File: src/rtl/elev_pkg.sv
// ============================================================================
// Module      : elev_pkg
// Description : Shared types and helpers for the elevator car controller:
//               FSM state encoding, travel direction, index-width function.
// Revision    : 1.0 - initial release
// ============================================================================
`default_nettype none

package elev_pkg;

  // Car controller states.
  typedef enum logic [2:0] {
    IDLE      = 3'd0,
    MOVE_UP   = 3'd1,
    MOVE_DOWN = 3'd2,
    DOOR_OPEN = 3'd3,
    FAULT     = 3'd4
  } state_t;

  // Travel direction remembered between trips.
  typedef enum logic {
    UP   = 1'b0,
    DOWN = 1'b1
  } dir_t;

  // Bits needed to hold values 0..n-1, never less than one bit.
  function automatic int idx_width(input int n);
    return (n > 1) ? $clog2(n) : 1;
  endfunction

endpackage : elev_pkg

`default_nettype wire

File: src/rtl/elev_tick_cnt.sv
// ============================================================================
// Module      : elev_tick_cnt
// Description : Loadable down-counter with a zero flag. Holds at zero.
//   clk        in  : clock
//   rst        in  : asynchronous active-high reset (count -> 0)
//   load_i     in  : load load_val_i (wins over en_i)
//   load_val_i in  : WIDTH-bit reload value
//   en_i       in  : decrement by one while non-zero
//   zero_o     out : count is zero
// Revision    : 1.0 - initial release
// ============================================================================
`default_nettype none

module elev_tick_cnt #(
  parameter int WIDTH = 4
) (
  input  logic             clk,
  input  logic             rst,
  input  logic             load_i,
  input  logic [WIDTH-1:0] load_val_i,
  input  logic             en_i,
  output logic             zero_o
);

  logic [WIDTH-1:0] cnt_q;

  always_ff @(posedge clk or posedge rst) begin
    if (rst) begin
      cnt_q <= '0;
    end else if (load_i) begin
      cnt_q <= load_val_i;
    end else if (en_i && (cnt_q != '0)) begin
      cnt_q <= cnt_q - 1'b1;
    end
  end

  assign zero_o = (cnt_q == '0);

endmodule : elev_tick_cnt

`default_nettype wire

File: src/rtl/elev_car_ctrl.sv
// ============================================================================
// Module      : elev_car_ctrl
// Description : Elevator car motion controller. Reads active-low latched
//               hall calls, picks a direction, drives the motor commands,
//               tracks position from floor sensors and dwells the door.
//   clk          in  : system clock
//   rst          in  : asynchronous active-high reset
//   req_n        in  : latched calls, active-low, one bit per floor
//   floor_sensor in  : one-hot when aligned at a floor, else between floors
//   motor_up     out : registered up command
//   motor_down   out : registered down command
//   door_open    out : registered door command
//   cur_floor    out : last floor the car was aligned at
//   fault        out : sticky travel watchdog fault
// Build option: define ELEV_WATCHDOG_EN to build the travel watchdog;
//               otherwise fault is tied low.
// Revision    : 1.0 - initial release
// ============================================================================
`default_nettype none

module elev_car_ctrl
  import elev_pkg::*;
#(
  parameter int FLOORS       = 4,
  parameter int DOOR_TICKS   = 8,
  parameter int TRAVEL_TICKS = 1024
) (
  input  logic                      clk,
  input  logic                      rst,
  input  logic [FLOORS-1:0]         req_n,
  input  logic [FLOORS-1:0]         floor_sensor,
  output logic                      motor_up,
  output logic                      motor_down,
  output logic                      door_open,
  output logic [$clog2(FLOORS)-1:0] cur_floor,
  output logic                      fault
);

  localparam int FW = $clog2(FLOORS);
  localparam int DW = idx_width(DOOR_TICKS);
  localparam logic [DW-1:0] DOOR_LOAD = DW'(DOOR_TICKS - 1);
  localparam logic [FW-1:0] TOP_FLOOR = FW'(FLOORS - 1);

  state_t          state_q, state_d;
  dir_t            last_dir_q, last_dir_d;
  logic            up_q, up_d, dn_q, dn_d, door_q, door_d;
  logic [FW-1:0]   cur_q, cur_d;
  logic            mask_vld_q, mask_vld_d;
  logic [FW-1:0]   mask_idx_q, mask_idx_d;

  logic [FLOORS-1:0] mask_bits, act;
  logic [FW-1:0]     sens_idx;
  logic              sens_vld;
  logic              above, below, here, ahead_up, ahead_dn;
  logic              door_load, door_en, door_zero;

`ifdef ELEV_WATCHDOG_EN
  localparam int TW = idx_width(TRAVEL_TICKS);
  localparam logic [TW-1:0] TRAVEL_LOAD = TW'(TRAVEL_TICKS - 1);
  logic wd_load, wd_en, wd_zero;
`endif

  // Sensor decode and the floor mask as a bit vector.
  always_comb begin
    mask_bits = '0;
    sens_idx  = '0;
    for (int i = 0; i < FLOORS; i++) begin
      if (mask_vld_q && (int'(mask_idx_q) == i)) mask_bits[i] = 1'b1;
      if (floor_sensor[i]) sens_idx = FW'(i);
    end
  end

  assign sens_vld = $onehot(floor_sensor);
  assign act      = ~req_n & ~mask_bits;
  assign here     = act[cur_q];

  // above/below relate to the stored floor (IDLE decisions); ahead_* relate
  // to the floor being sensed right now (stop decisions while moving).
  always_comb begin
    above    = 1'b0;
    below    = 1'b0;
    ahead_up = 1'b0;
    ahead_dn = 1'b0;
    for (int i = 0; i < FLOORS; i++) begin
      if (act[i]) begin
        if (i > int'(cur_q))    above    = 1'b1;
        if (i < int'(cur_q))    below    = 1'b1;
        if (i > int'(sens_idx)) ahead_up = 1'b1;
        if (i < int'(sens_idx)) ahead_dn = 1'b1;
      end
    end
  end

  always_comb begin
    state_d    = state_q;
    last_dir_d = last_dir_q;
    up_d       = up_q;
    dn_d       = dn_q;
    door_d     = door_q;
    cur_d      = cur_q;
    mask_vld_d = mask_vld_q;
    mask_idx_d = mask_idx_q;
    door_load  = 1'b0;
    door_en    = 1'b0;

    case (state_q)
      IDLE: begin
        up_d   = 1'b0;
        dn_d   = 1'b0;
        door_d = 1'b0;
        if (here) begin
          state_d   = DOOR_OPEN;
          door_d    = 1'b1;
          door_load = 1'b1;
        end else if (above && (!below || (last_dir_q == UP))) begin
          state_d    = MOVE_UP;
          up_d       = 1'b1;
          last_dir_d = UP;
        end else if (below) begin
          state_d    = MOVE_DOWN;
          dn_d       = 1'b1;
          last_dir_d = DOWN;
        end
      end

      MOVE_UP, MOVE_DOWN: begin
        if (sens_vld) begin
          cur_d = sens_idx;
          // Only a different floor releases the mask; the floor just left
          // may still show its own sensor for a moment.
          if (sens_idx != cur_q) mask_vld_d = 1'b0;
          if (act[sens_idx] ||
              ((state_q == MOVE_UP)   && (!ahead_up || (sens_idx == TOP_FLOOR))) ||
              ((state_q == MOVE_DOWN) && (!ahead_dn || (sens_idx == '0)))) begin
            up_d = 1'b0;
            dn_d = 1'b0;
            if (act[sens_idx]) begin
              state_d   = DOOR_OPEN;
              door_d    = 1'b1;
              door_load = 1'b1;
            end else begin
              state_d = IDLE;
            end
          end
        end
`ifdef ELEV_WATCHDOG_EN
        else if (wd_zero) begin
          state_d = FAULT;
          up_d    = 1'b0;
          dn_d    = 1'b0;
        end
`endif
      end

      DOOR_OPEN: begin
        if (door_zero) begin
          door_d     = 1'b0;
          mask_vld_d = 1'b1;
          mask_idx_d = cur_q;
          state_d    = IDLE;
        end else begin
          door_en = 1'b1;
        end
      end

      FAULT: begin
        up_d   = 1'b0;
        dn_d   = 1'b0;
        door_d = 1'b0;
      end

      default: begin
        state_d = IDLE;
        up_d    = 1'b0;
        dn_d    = 1'b0;
        door_d  = 1'b0;
      end
    endcase
  end

  always_ff @(posedge clk or posedge rst) begin
    if (rst) begin
      state_q    <= IDLE;
      last_dir_q <= UP;
      up_q       <= 1'b0;
      dn_q       <= 1'b0;
      door_q     <= 1'b0;
      cur_q      <= '0;
      mask_vld_q <= 1'b0;
      mask_idx_q <= '0;
    end else begin
      state_q    <= state_d;
      last_dir_q <= last_dir_d;
      up_q       <= up_d;
      dn_q       <= dn_d;
      door_q     <= door_d;
      cur_q      <= cur_d;
      mask_vld_q <= mask_vld_d;
      mask_idx_q <= mask_idx_d;
    end
  end

  elev_tick_cnt #(.WIDTH(DW)) u_door_cnt (
    .clk        (clk),
    .rst        (rst),
    .load_i     (door_load),
    .load_val_i (DOOR_LOAD),
    .en_i       (door_en),
    .zero_o     (door_zero)
  );

`ifdef ELEV_WATCHDOG_EN
  // Restart on trip start and on every valid sensor while moving.
  assign wd_en   = (state_q == MOVE_UP) || (state_q == MOVE_DOWN);
  assign wd_load = ((state_q == IDLE) && ((state_d == MOVE_UP) || (state_d == MOVE_DOWN))) ||
                   (wd_en && sens_vld);

  elev_tick_cnt #(.WIDTH(TW)) u_wd_cnt (
    .clk        (clk),
    .rst        (rst),
    .load_i     (wd_load),
    .load_val_i (TRAVEL_LOAD),
    .en_i       (wd_en),
    .zero_o     (wd_zero)
  );

  assign fault = (state_q == FAULT);
`else
  assign fault = 1'b0;
`endif

  assign motor_up   = up_q;
  assign motor_down = dn_q;
  assign door_open  = door_q;
  assign cur_floor  = cur_q;

endmodule : elev_car_ctrl

`default_nettype wire

File: config.mk
export PLATFORM = sky130hd
export DESIGN_NAME = elev_car_ctrl
export DESIGN_NICKNAME = d
export VERILOG_FILES = /design/src/rtl/elev_pkg.sv /design/src/rtl/elev_tick_cnt.sv /design/src/rtl/elev_car_ctrl.sv
export SDC_FILE = /design/constraint.sdc
export NUM_CORES = 1
export LEC_CHECK = 0
export ABC_CLOCK_PERIOD_IN_PS = 2300
export BUFFER_PORTS_ARGS = -buffer_cell sky130_fd_sc_hd__buf_2
export CAP_MARGIN = 0
export CORE_MARGIN = 2
export CORE_UTILIZATION = 45
export CTS_BUF_LIST = sky130_fd_sc_hd__clkbuf_4
export DETAILED_ROUTE_END_ITERATION = 16
export PLACE_DENSITY = 0.63
export REMOVE_ABC_BUFFERS = 1
export SLEW_MARGIN = 20
export SYNTH_ARGS = -nofsm -noshare
export SYNTH_HDL_FRONTEND = slang
export SYNTH_SLANG_ARGS = --single-unit
File: constraint.sdc
create_clock -name clk -period 2.3 [get_ports clk]
set_input_delay 0.46 -clock clk [delete_from_list [all_inputs] [get_ports clk]]
set_output_delay 0.46 -clock clk [all_outputs]
set_load 0.1 [all_outputs]
==> results.py, run 1 <==
metrics = {
    "clock_network": {
        "cts-hold-fix-buffers": 0,
        "clock-sinks": 14,
        "cts_tree": "yes",
        "cts_buffers": 3,
        "cts.path.max_buffers": 2,
        "clock_latency_ns": 0.28,
        "clkTransAtPathRegs_ns": 0.09,
        "cts_htree_levels": 1,
        "clock-root-buffer": "clkbuf_4",
    },
    "route": {
        "routed_via_density": 5.88,
        "drtPass1Iterations": 4,
        "totalWireLength_um": 3010,
        "drc": 0,
        "ant_nets": 0,
        "wl_per_cell_um": 15.5,
        "dr_total_vias": 1146,
        "drt_iter0_drc": 50,
    },
    "critical_path": {
        "cp_cell_sequence": "buf_2 > inv_2 > fa_1 > inv_1 > ha_2 > ha_4 > nor2_2 > a21oi_2 > nand2b_4 > o31a_1 > o22a_1",
        "regToRegSetupSlack_ns": 0.10,
        "cp_top_family": "adder cells",
        "cp_slowest_cell": "fa_1",
        "rr_worst_depth": 6,
        "path_buf_inv": 3,
        "slowest_delay_ns": 0.52,
        "startpoint_type": "input pin",
        "worstSetupEndpointType": "flip-flop",
        "reg2reg_to": "motor_down",
        "worstPathMaxFanout": 4,
        "startpoint": "floor_sensor[3]",
        "cp_data_required_time_ns": 2.48,
        "critical_path_arrival_ns": 2.45,
        "timing.rr.start": "mask_idx_q[1]",
        "critPathKind": "input pin to flip-flop",
    },
    "sta": {
        "layout_min_cycle_time_ns": 2.28,
        "hold_viol": 0,
        "max-slew-margin-rel_pct": 63.1,
        "fmax_ghz": 0.439,
        "fin_crit_sh_pct": 98.9,
        "tightest_slew_ns": 0.553,
        "tns_ns": 0,
        "slew_viol_final": 0,
        "fin_worst_skew_ns": 0.00327,
        "finalSetupViolations": 0,
    },
    "placed_design": {
        "io_buffers": 14,
        "dpl.hpwl_um": 2250,
        "placed_area_um2": 1380,
        "gp_congestion": 0.870,
    },
    "synth": {
        "synth.avg_cell_area_um2": 8.81,
        "synth.mux.area_fraction_pct": 5.10,
        "synthArstFlopShare_pct": 100,
        "synth-seq-cells": 14,
        "yosys_warnings": 0,
        "synth_edf_count": 0,
        "syn_inst": 142,
        "synthXorXnorAreaFrac_pct": 0.700,
        "synth_adder_area_share_pct": 9.60,
        "synth_cell_types": 52,
        "synth_ff_type": "dfrtp_1",
        "synth-simple-area-share_pct": 23.1,
        "synth-compound-area-share_pct": 25.4,
        "syn_area_um2": 1250,
        "yosysSeqAreaShare_pct": 28.0,
        "synth_top_family_by_area": "compound AO/OA/AOI/OAI gates",
    },
    "global_routing": {
        "grt_pass1_wl_um": 5030,
        "grt_use_total_pct": 19.8,
        "antenna_found_initial": 0,
        "grt_pass1_vias": 1094,
        "grt_max_degree": 15,
        "grt_overflow": 0,
    },
    "layout": {
        "nNetsFinal": 184,
        "fin_area_um2": 1450,
        "layout-drive-gt1-share_pct": 28.0,
        "diodes": 0,
        "synthToLayoutAreaGrowth_pct": 15.7,
    },
    "power": {
        "p_leak_nw": 0.698,
        "power_density_nw_per_um2": 1280,
        "ir_drop_mv": 0.793,
    },
    "floorplanning": {
        "start_util_pct": 46.6,
        "dieHeight_um": 56.7,
        "die_w_um": 56.7,
        "ios": 16,
        "core-area_um2": 2690,
        "die-area_um2": 3220,
        "placement_rows": 19,
    },
    "worst_hold_path": {
        "worstHoldPathType": "input pin to asynchronous set/reset pin",
    },
    "status": {
        "outcome": "finished clean",
    },
    "run": {
        "maxCapViolCount": 0,
    },
}
==> how the worst max path moves through the flow <==
stage	endpoint	slack [ns]	cells after the start
finish	mask_vld_q	0.02	11
global route	mask_vld_q	-0.006	11
CTS	motor_down	0.01	11
detailed placement	mask_vld_q	-0.31	11
global placement	mask_vld_q	-0.27	11
floorplan	mask_vld_q	-0.13	10
==> final cells by class <==
class                   count  area, um^2
well taps                  31        38.8
multi-input cells         108         835
clock buffers               3        22.5
fillers                   252        1240
flip-flops and latches     14         350
repair buffers             24         145
inverters                  14        52.6
clock inverters             1        3.75
==> Yosys cell counts, types with 2 or more instances <==
master | instances | area, um^2
nand2b_1 | 7 | 43.8
buf_6 | 2 | 22.5
nand3b_1 | 2 | 15.0
o31ai_1 | 4 | 30.0
a21oi_1 | 9 | 45.0
nor3_1 | 4 | 20.0
nor2_1 | 11 | 41.3
and3_1 | 2 | 12.5
a31oi_1 | 4 | 25.0
o2bb2ai_1 | 2 | 17.5
buf_4 | 2 | 15.0
and2_1 | 4 | 25.0
mux2_4 | 2 | 30.0
nand2_1 | 4 | 15.0
clkbuf_1 | 2 | 7.51
o21ai_0 | 8 | 40.0
nor3b_1 | 2 | 15.0
mux2_2 | 3 | 33.8
dfrtp_1 | 14 | 350
ha_1 | 8 | 100
o211ai_1 | 3 | 22.5
inv_1 | 13 | 48.8
==> cells by family (layout without fill, tap and decap cells) <==
| logic type | Yosys count | in the layout |
|---|---|---|
| other | 1 | 1 |
| XOR/XNOR | 1 | 1 |
| adder cells (fa/ha/maj) | 9 | 9 |
| multiplexers | 5 | 5 |
| AO/OA/AOI/OAI | 45 | 45 |
| AND/OR/NAND/NOR | 47 | 47 |
| flip-flops | 14 | 14 |
| buffers and inverters | 20 | 42 |
==> power breakdown <==
part	switching [W]	internal, W	total (W)
logic	0.000749	0.000489	0.00124
registers	0.000131	0.000343	0.000473
clock network	0.0000836	0.0000630	0.000147
total	0.000964	0.000895	0.00186
==> sequential cells by signal (all words and copies together) (netlist names) <==
register          count
cur_floor             2
door_open             1
last_dir_q            1
mask_idx_q            2
mask_vld_q            1
motor_down            1
motor_up              1
state_q               2
u_door_cnt.cnt_q      3
==> through the flow <==
stage	setup slack, ns	power (W)	utilization [%]	cells	hold slack, ns
2_1_floorplan	-0.131	0.00133	-	136	0.349
3_3_place_gp	-0.271	0.00161	51.5	190	0.479
3_5_place_dp	-0.315	0.00164	51.5	190	0.489
4_1_cts	0.0134	0.00182	52.7	194	0.219
5_1_grt	-0.00570	0.00201	53.9	195	0.245
6_report	0.0246	0.00186	53.9	195	0.208
==> placed cells by master, fill, tap and decap left out, types with 2 or more instances in the layout <==
cell	synthesis	final
o211ai_1	3	3
nand2_1	4	4
mux2_2	3	3
nor3b_1	2	2
buf_4	2	10
dfrtp_1	14	14
nand2b_1	7	6
o2bb2ai_1	2	2
ha_1	8	6
nand3b_1	2	2
clkbuf_4	0	3
buf_2	0	14
a31oi_1	4	4
nor2_2	0	2
a21oi_1	9	8
o21ai_0	8	8
nor3_1	4	4
nor2_1	11	9
and3_1	2	2
and2_1	4	4
o31ai_1	4	4
mux2_4	2	2
inv_1	13	13
==> metal layers <==
layer	wire length [um]	track usage, %	up-vias
li1	-	-	570
met1	1410	28.5	545
met2	1450	30.6	29
met3	143	5.07	2
met4	17	2.99	0
met5	0	0	-
==> worst reg2reg max path, delay by kind of cell (launching register included) <==
family,cells,cell delay [ns]
AO/OA/AOI/OAI,2,0.25
flip-flops,1,0.52
multiplexers,1,0.29
AND/OR/NAND/NOR,3,1.02
==> repair_timing <==
action,4_1_cts,5_1_grt
setup endpoints to repair,1,5
pin swaps,0,5
resized for setup,1,5
buffers inserted,0,1
(Power assumes the default switching activity.)
==> inputs of run 2 (changes only) <==
--- a/config.mk
+++ b/config.mk
@@ -12,9 +12,10 @@
 export CORE_UTILIZATION = 45
 export CTS_BUF_LIST = sky130_fd_sc_hd__clkbuf_4
 export DETAILED_ROUTE_END_ITERATION = 16
-export PLACE_DENSITY = 0.63
+export PLACE_DENSITY = 0.62
 export REMOVE_ABC_BUFFERS = 1
 export SLEW_MARGIN = 20
 export SYNTH_ARGS = -nofsm -noshare
 export SYNTH_HDL_FRONTEND = slang
+export SYNTH_HIERARCHICAL = 1
 export SYNTH_SLANG_ARGS = --single-unit
==> results.py, run 2 <==
metrics = {
    "status": {
        "outcome": "finished, violations left",
        "violations": "setup timing",
    },
    "synth": {
        "yosysSeqAreaShare_pct": 22.5,
        "synthArstFlopShare_pct": 100,
        "ys_top_cells_by_count": "20 x inv_1, 16 x nand2_1, 14 x dfrtp_1",
        "synth_top_area_cell": "dfrtp_1",
        "yosysMostFrequentCell": "inv_1",
        "synth-seq-cells": 14,
        "syn_inst": 187,
        "synth_ff_type": "dfrtp_1",
        "yosysTopAreaCellShare_pct": 22.5,
        "yosys_warnings": 6,
        "synth_top_cells_by_area": "dfrtp_1 23%, ha_1 6.4%, mux2i_1 5.1%",
        "synth_edf_count": 0,
        "syn_area_um2": 1560,
        "synth.avg_cell_area_um2": 8.32,
        "synth_cell_types": 63,
    },
    "critical_path": {
        "slowest_delay_ns": 0.54,
        "timing.rr.start": "mask_idx_q[0]",
        "worstSetupEndpointType": "flip-flop",
        "critical_path_arrival_ns": 2.58,
        "cp_slowest_cell": "fa_1",
        "startpoint_type": "input pin",
        "reg2reg_to": "state_q[0]",
        "cp_cell_sequence": "buf_6 > inv_4 > fa_1 > inv_2 > ha_4 > ha_4 > nor2_4 > nand2_2 > nor2_2 > nand2b_1 > a21oi_2 > and2b_4 > a221o_1",
        "cp_data_required_time_ns": 2.47,
        "worstPathMaxFanout": 3,
        "cp_top_family": "adder cells",
        "path_buf_inv": 3,
        "regToRegSetupSlack_ns": 0.03,
        "critPathKind": "input pin to flip-flop",
        "worst_path_most_repeated_cell": "ha_4",
        "rr_worst_depth": 7,
    },
    "power": {
        "p_switching_w": 0.00140,
        "clkPwrFrac_pct": 5.6,
        "netSwitchingFraction_pct": 50.5,
        "p_comb_share_pct": 78.0,
        "finalPower_w": 0.00278,
        "p_leak_nw": 0.959,
        "intPower_w": 0.00137,
        "power_density_nw_per_um2": 1360,
        "ir_drop_mv": 0.767,
        "seqPwrFrac_pct": 16.4,
    },
    "global_routing": {
        "antenna_found_initial": 0,
        "grt_pass1_wl_um": 7030,
        "grt_max_degree": 13,
        "grt_use_total_pct": 22.5,
        "grt_overflow": 0,
        "grt_pass1_vias": 1562,
    },
    "route": {
        "dr_total_vias": 1551,
        "totalWireLength_um": 4350,
        "routed_via_density": 5.56,
        "drc": 0,
        "drtPass1Iterations": 4,
        "wl_per_cell_um": 15.6,
        "drt_iter0_drc": 124,
        "ant_nets": 0,
    },
    "clock_network": {
        "clock-root-buffer": "clkbuf_4",
        "cts-hold-fix-buffers": 0,
        "cts_buffers": 3,
        "cts_htree_levels": 1,
        "cts.path.max_buffers": 2,
        "clock_latency_ns": 0.29,
        "cts_tree": "yes",
        "clkTransAtPathRegs_ns": 0.10,
        "clock-sinks": 14,
    },
    "floorplanning": {
        "dieHeight_um": 62.8,
        "ios": 16,
        "die-area_um2": 3940,
        "start_util_pct": 46.6,
        "placement_rows": 21,
        "die_w_um": 62.8,
        "core-area_um2": 3340,
    },
    "layout": {
        "final_common_cell": "buf_4",
        "fin_cells": 279,
        "diodes": 0,
        "nNetsFinal": 253,
        "synthToLayoutAreaGrowth_pct": 31.5,
        "regMostFlops": "u_door_cnt/cnt_q",
        "layout-drive-gt1-share_pct": 37.3,
        "final_cell_mix": "38 x buf_4, 17 x inv_1, 15 x nand2_1, 14 x dfrtp_1, 11 x buf_2",
        "largest_reg_flops": 3,
    },
    "placed_design": {
        "dpl.hpwl_um": 3380,
        "io_buffers": 14,
        "gp_congestion": 0.803,
        "dp_cells": 267,
    },
    "run": {
        "maxCapViolCount": 0,
    },
    "sta": {
        "fin_worst_skew_ns": 0.00713,
        "layout_min_cycle_time_ns": 2.40,
        "fmax_ghz": 0.416,
        "slew_viol_final": 0,
        "hold_viol": 0,
        "tightest_slew_ns": 0.573,
        "rsz0062_at_grt": "true",
        "fin_crit_sh_pct": 104,
        "timing.final.ws_setup_ns": -0.102,
        "finalSetupViolations": 4,
        "max-slew-margin-rel_pct": 61.3,
    },
    "worst_hold_path": {
        "worstHoldPathType": "input pin to asynchronous set/reset pin",
    },
}
## run 2: changes by cell type in the layout (fill, tap and decap cells not counted), moves of 4 or more
cell | before | now
buf_4 | 10 | 38
mux2i_1 | 0 | 8
and2_1 | 4 | 0
inv_1 | 13 | 17
nand2_1 | 4 | 15
a221o_1 | 0 | 4
## run 2: cell families (layout without fill, tap and decap cells)
kind of cell | after synthesis | count (layout) | synth area share (%)
other | 2 | 4 | 0.483
AND/OR/NAND/NOR | 56 | 56 | 20.3
AO/OA/AOI/OAI | 58 | 58 | 29.7
adder cells (fa/ha/maj) | 9 | 9 | 7.72
multiplexers | 11 | 11 | 7.56
XOR/XNOR | 2 | 2 | 1.13
flip-flops | 14 | 14 | 22.5
buffers and inverters | 35 | 79 | 10.6
## run 2: layout make-up
cell class	count	area, um^2
fillers	291	1290
multi-input cells	140	1130
repair buffers	53	389
flip-flops and latches	14	350
inverters	22	87.6
well taps	46	57.6
clock buffers	3	22.5
clock inverters	1	3.75
## run 2: power by group through the flow
stage	registers (W)	clock network (W)	logic (W)
4_1_cts	0.000455	0.000156	0.00210
3_5_place_dp	0.000458	0	0.00195
3_3_place_gp	0.000451	0	0.00189
6_report	0.000456	0.000156	0.00217
2_1_floorplan	0.000736	0	0.00101
5_1_grt	0.000469	0.000167	0.00233
## run 2: per-stage QoR
stage | worst slack [ns] | TNS, ns | instance area, um^2 | util, % | hold WS [ns]
floorplan | -0.674 | -3.12 | 1480 | - | 0.214
global placement | -0.488 | -3.49 | 1840 | 55.2 | 0.340
detailed placement | -0.636 | -4.33 | 1840 | 55.2 | 0.354
CTS | -0.101 | -0.288 | 2000 | 60.1 | 0.0410
global route | -0.171 | -0.773 | 2040 | 61.3 | 0.0327
finish | -0.102 | -0.290 | 2040 | 61.3 | 0.0419
## run 2: worst max path at each step
stage / startpoint / end / cells after the start
5_1_grt: floor_sensor[0] / u_door_cnt/cnt_q[0] / 13
3_3_place_gp: floor_sensor[0] / u_door_cnt/cnt_q[1] / 14
6_report: floor_sensor[0] / u_door_cnt/cnt_q[0] / 13
4_1_cts: floor_sensor[3] / u_door_cnt/cnt_q[0] / 13
3_5_place_dp: floor_sensor[0] / u_door_cnt/cnt_q[1] / 14
2_1_floorplan: floor_sensor[0] / u_door_cnt/cnt_q[0] / 12
## run 2: timing repair
action	in CTS	in global routing
setup buffers	8	1
endpoints found under the setup margin	8	11
pin swaps	9	8
cloned	0	0
resized for setup	16	15
## run 2: routing by layer
| layer | vias to the layer above | track usage, % | wire length, um |
|---|---|---|---|
| met1 | 741 | 26.3 | 1850 |
| li1 | 760 | - | - |
| met5 | - | 0 | 0 |
| met3 | 6 | 3.06 | 127 |
| met2 | 44 | 40.3 | 2290 |
| met4 | 0 | 10.8 | 85 |
==> inputs of run 3 (changes only) <==
--- a/config.mk
+++ b/config.mk
@@ -5,14 +5,14 @@
 export SDC_FILE = /design/constraint.sdc
 export NUM_CORES = 1
 export LEC_CHECK = 0
-export ABC_CLOCK_PERIOD_IN_PS = 2300
+export ABC_CLOCK_PERIOD_IN_PS = 2100
 export BUFFER_PORTS_ARGS = -buffer_cell sky130_fd_sc_hd__buf_2
 export CAP_MARGIN = 0
 export CORE_MARGIN = 2
 export CORE_UTILIZATION = 45
 export CTS_BUF_LIST = sky130_fd_sc_hd__clkbuf_4
 export DETAILED_ROUTE_END_ITERATION = 16
-export PLACE_DENSITY = 0.62
+export PLACE_DENSITY = 0.64
 export REMOVE_ABC_BUFFERS = 1
 export SLEW_MARGIN = 20
 export SYNTH_ARGS = -nofsm -noshare
==> constraint.sdc (replaced) <==
create_clock -name clk -period 2.1 [get_ports clk]
set_input_delay 0.42 -clock clk [delete_from_list [all_inputs] [get_ports clk]]
set_output_delay 0.42 -clock clk [all_outputs]
set_load 0.1 [all_outputs]
==> results.py, run 3 (synthesized netlist as in run 2, its figures left out) <==
metrics = {
    "status": {
        "outcome": "finished, violations left",
        "violations": "setup timing",
    },
    "critical_path": {
        "cp_cell_sequence": "buf_8 > inv_4 > fa_1 > inv_1 > ha_2 > ha_4 > nor2_1 > nand2_1 > nor2_2 > nand2b_1 > a21oi_2 > buf_6 > nor2b_2 > a221o_1",
        "slowest_delay_ns": 0.53,
        "cp_top_family": "adder cells",
        "cp_slowest_cell": "fa_1",
        "cp_data_required_time_ns": 2.26,
        "startpoint_type": "input pin",
        "worstPathMaxFanout": 8,
        "critPathKind": "input pin to flip-flop",
        "worstSetupEndpointType": "flip-flop",
        "path_buf_inv": 4,
        "critical_path_arrival_ns": 2.51,
    },
    "sta": {
        "slew_viol_final": 0,
        "layout_min_cycle_time_ns": 2.35,
        "fin_crit_sh_pct": 112,
        "fmax_ghz": 0.425,
        "timing.final.ws_setup_ns": -0.252,
        "whs_ns": 0.0145,
        "rsz0062_at_grt": "true",
        "fin_worst_skew_ns": 0.000808,
        "hold_viol": 0,
        "finalSetupViolations": 9,
        "tns_ns": -1.48,
    },
    "floorplanning": {
        "die-area_um2": 3940,
        "start_util_pct": 46.6,
        "core-area_um2": 3340,
        "ios": 16,
        "dieHeight_um": 62.8,
        "placement_rows": 21,
        "die_w_um": 62.8,
    },
    "placed_design": {
        "io_buffers": 14,
        "gp_congestion": 0.912,
        "dpl.hpwl_um": 3240,
    },
    "layout": {
        "regMostFlops": "u_door_cnt/cnt_q",
        "nNetsFinal": 254,
        "final_common_cell": "buf_4",
        "layout-drive-gt1-share_pct": 37.2,
        "synthToLayoutAreaGrowth_pct": 30.4,
        "diodes": 0,
        "largest_reg_flops": 3,
        "final_cell_mix": "39 x buf_4, 18 x inv_1, 16 x nand2_1, 13 x dfrtp_1, 12 x buf_2",
    },
    "global_routing": {
        "grt_max_degree": 12,
        "antenna_found_initial": 0,
        "grt_pass1_vias": 1576,
        "grt_overflow": 0,
        "grt_pass1_wl_um": 7320,
        "grt_use_total_pct": 22.9,
    },
    "power": {
        "p_leak_nw": 0.957,
        "power_density_nw_per_um2": 1460,
        "ir_drop_mv": 1.02,
    },
    "clock_network": {
        "cts-hold-fix-buffers": 0,
        "clkTransAtPathRegs_ns": 0.08,
        "clock-root-buffer": "clkbuf_4",
        "cts_buffers": 3,
        "cts_tree": "yes",
        "cts.path.max_buffers": 2,
        "clock-sinks": 14,
        "cts_htree_levels": 1,
        "clock_latency_ns": 0.28,
    },
    "route": {
        "dr_total_vias": 1545,
        "routed_via_density": 5.52,
        "wl_per_cell_um": 14.6,
        "drt_iter0_drc": 90,
        "drtPass1Iterations": 4,
        "ant_nets": 0,
        "totalWireLength_um": 4100,
        "drc": 0,
    },
    "worst_hold_path": {
        "worstHoldPathType": "input pin to asynchronous set/reset pin",
    },
    "run": {
        "maxCapViolCount": 0,
    },
}
run 3: cell count changes in the layout (fill, tap and decap cells not counted), sizes merged:
cell,before,now
buf,53,54
run 3: repair_timing:
item                                   CTS  global route
setup buffers                            4             2
pin swaps                                8             6
endpoints found under the hold margin    0             0
gates resized for setup                 19            10
setup endpoints to repair                9            12
run 3: through the flow:
step | total power (W) | util (%) | instances | setup slack [ns] | instance area, um^2
2_1_floorplan | 0.00191 | - | 176 | -0.834 | 1480
3_3_place_gp | 0.00254 | 56.5 | 273 | -0.625 | 1890
3_5_place_dp | 0.00261 | 56.5 | 273 | -0.703 | 1890
4_1_cts | 0.00292 | 60.1 | 281 | -0.238 | 2010
5_1_grt | 0.00321 | 60.8 | 280 | -0.354 | 2030
6_report | 0.00297 | 60.8 | 280 | -0.252 | 2030
run 3: routing by layer:
| metal | up-vias | global-route usage, % | wire (um) |
|---|---|---|---|
| met5 | - | 0 | 0 |
| met4 | 0 | 7.78 | 61 |
| met3 | 6 | 3.06 | 166 |
| met2 | 35 | 39.8 | 2080 |
| met1 | 741 | 29.2 | 1800 |
| li1 | 763 | - | - |
run 3: cell type report:
type / count / area, um^2
clock buffer: 3 / 22.5
tap: 46 / 57.6
timing repair buffer: 54 / 390
fill: 329 / 1310
inverter: 22 / 85.1
clock inverter: 1 / 3.75
multi-input combinational: 140 / 1120
sequential: 14 / 352
run 3: worst paths after layout:
check                                      from                  end  slack (ns)  depth (start not counted)
worst max-delay path            floor_sensor[0]  u_door_cnt/cnt_q[1]       -0.25                         14
worst min-delay path                        rst  u_door_cnt/cnt_q[0]        0.01                          2
worst max register to register    mask_idx_q[0]  u_door_cnt/cnt_q[1]       -0.22                          8
worst min register to register         motor_up             motor_up        0.50                          1
max in group asynchronous                   rst        mask_idx_q[0]        1.63                          2
min in group clk                       motor_up             motor_up        0.50                          1
run 3: where the power goes:
group	internal (W)	leakage (nW)	switching, W	total (W)
clock	0.0000689	0.0154	0.0000860	0.000155
combinational	0.00102	0.773	0.00129	0.00231
sequential	0.000390	0.169	0.000110	0.000500
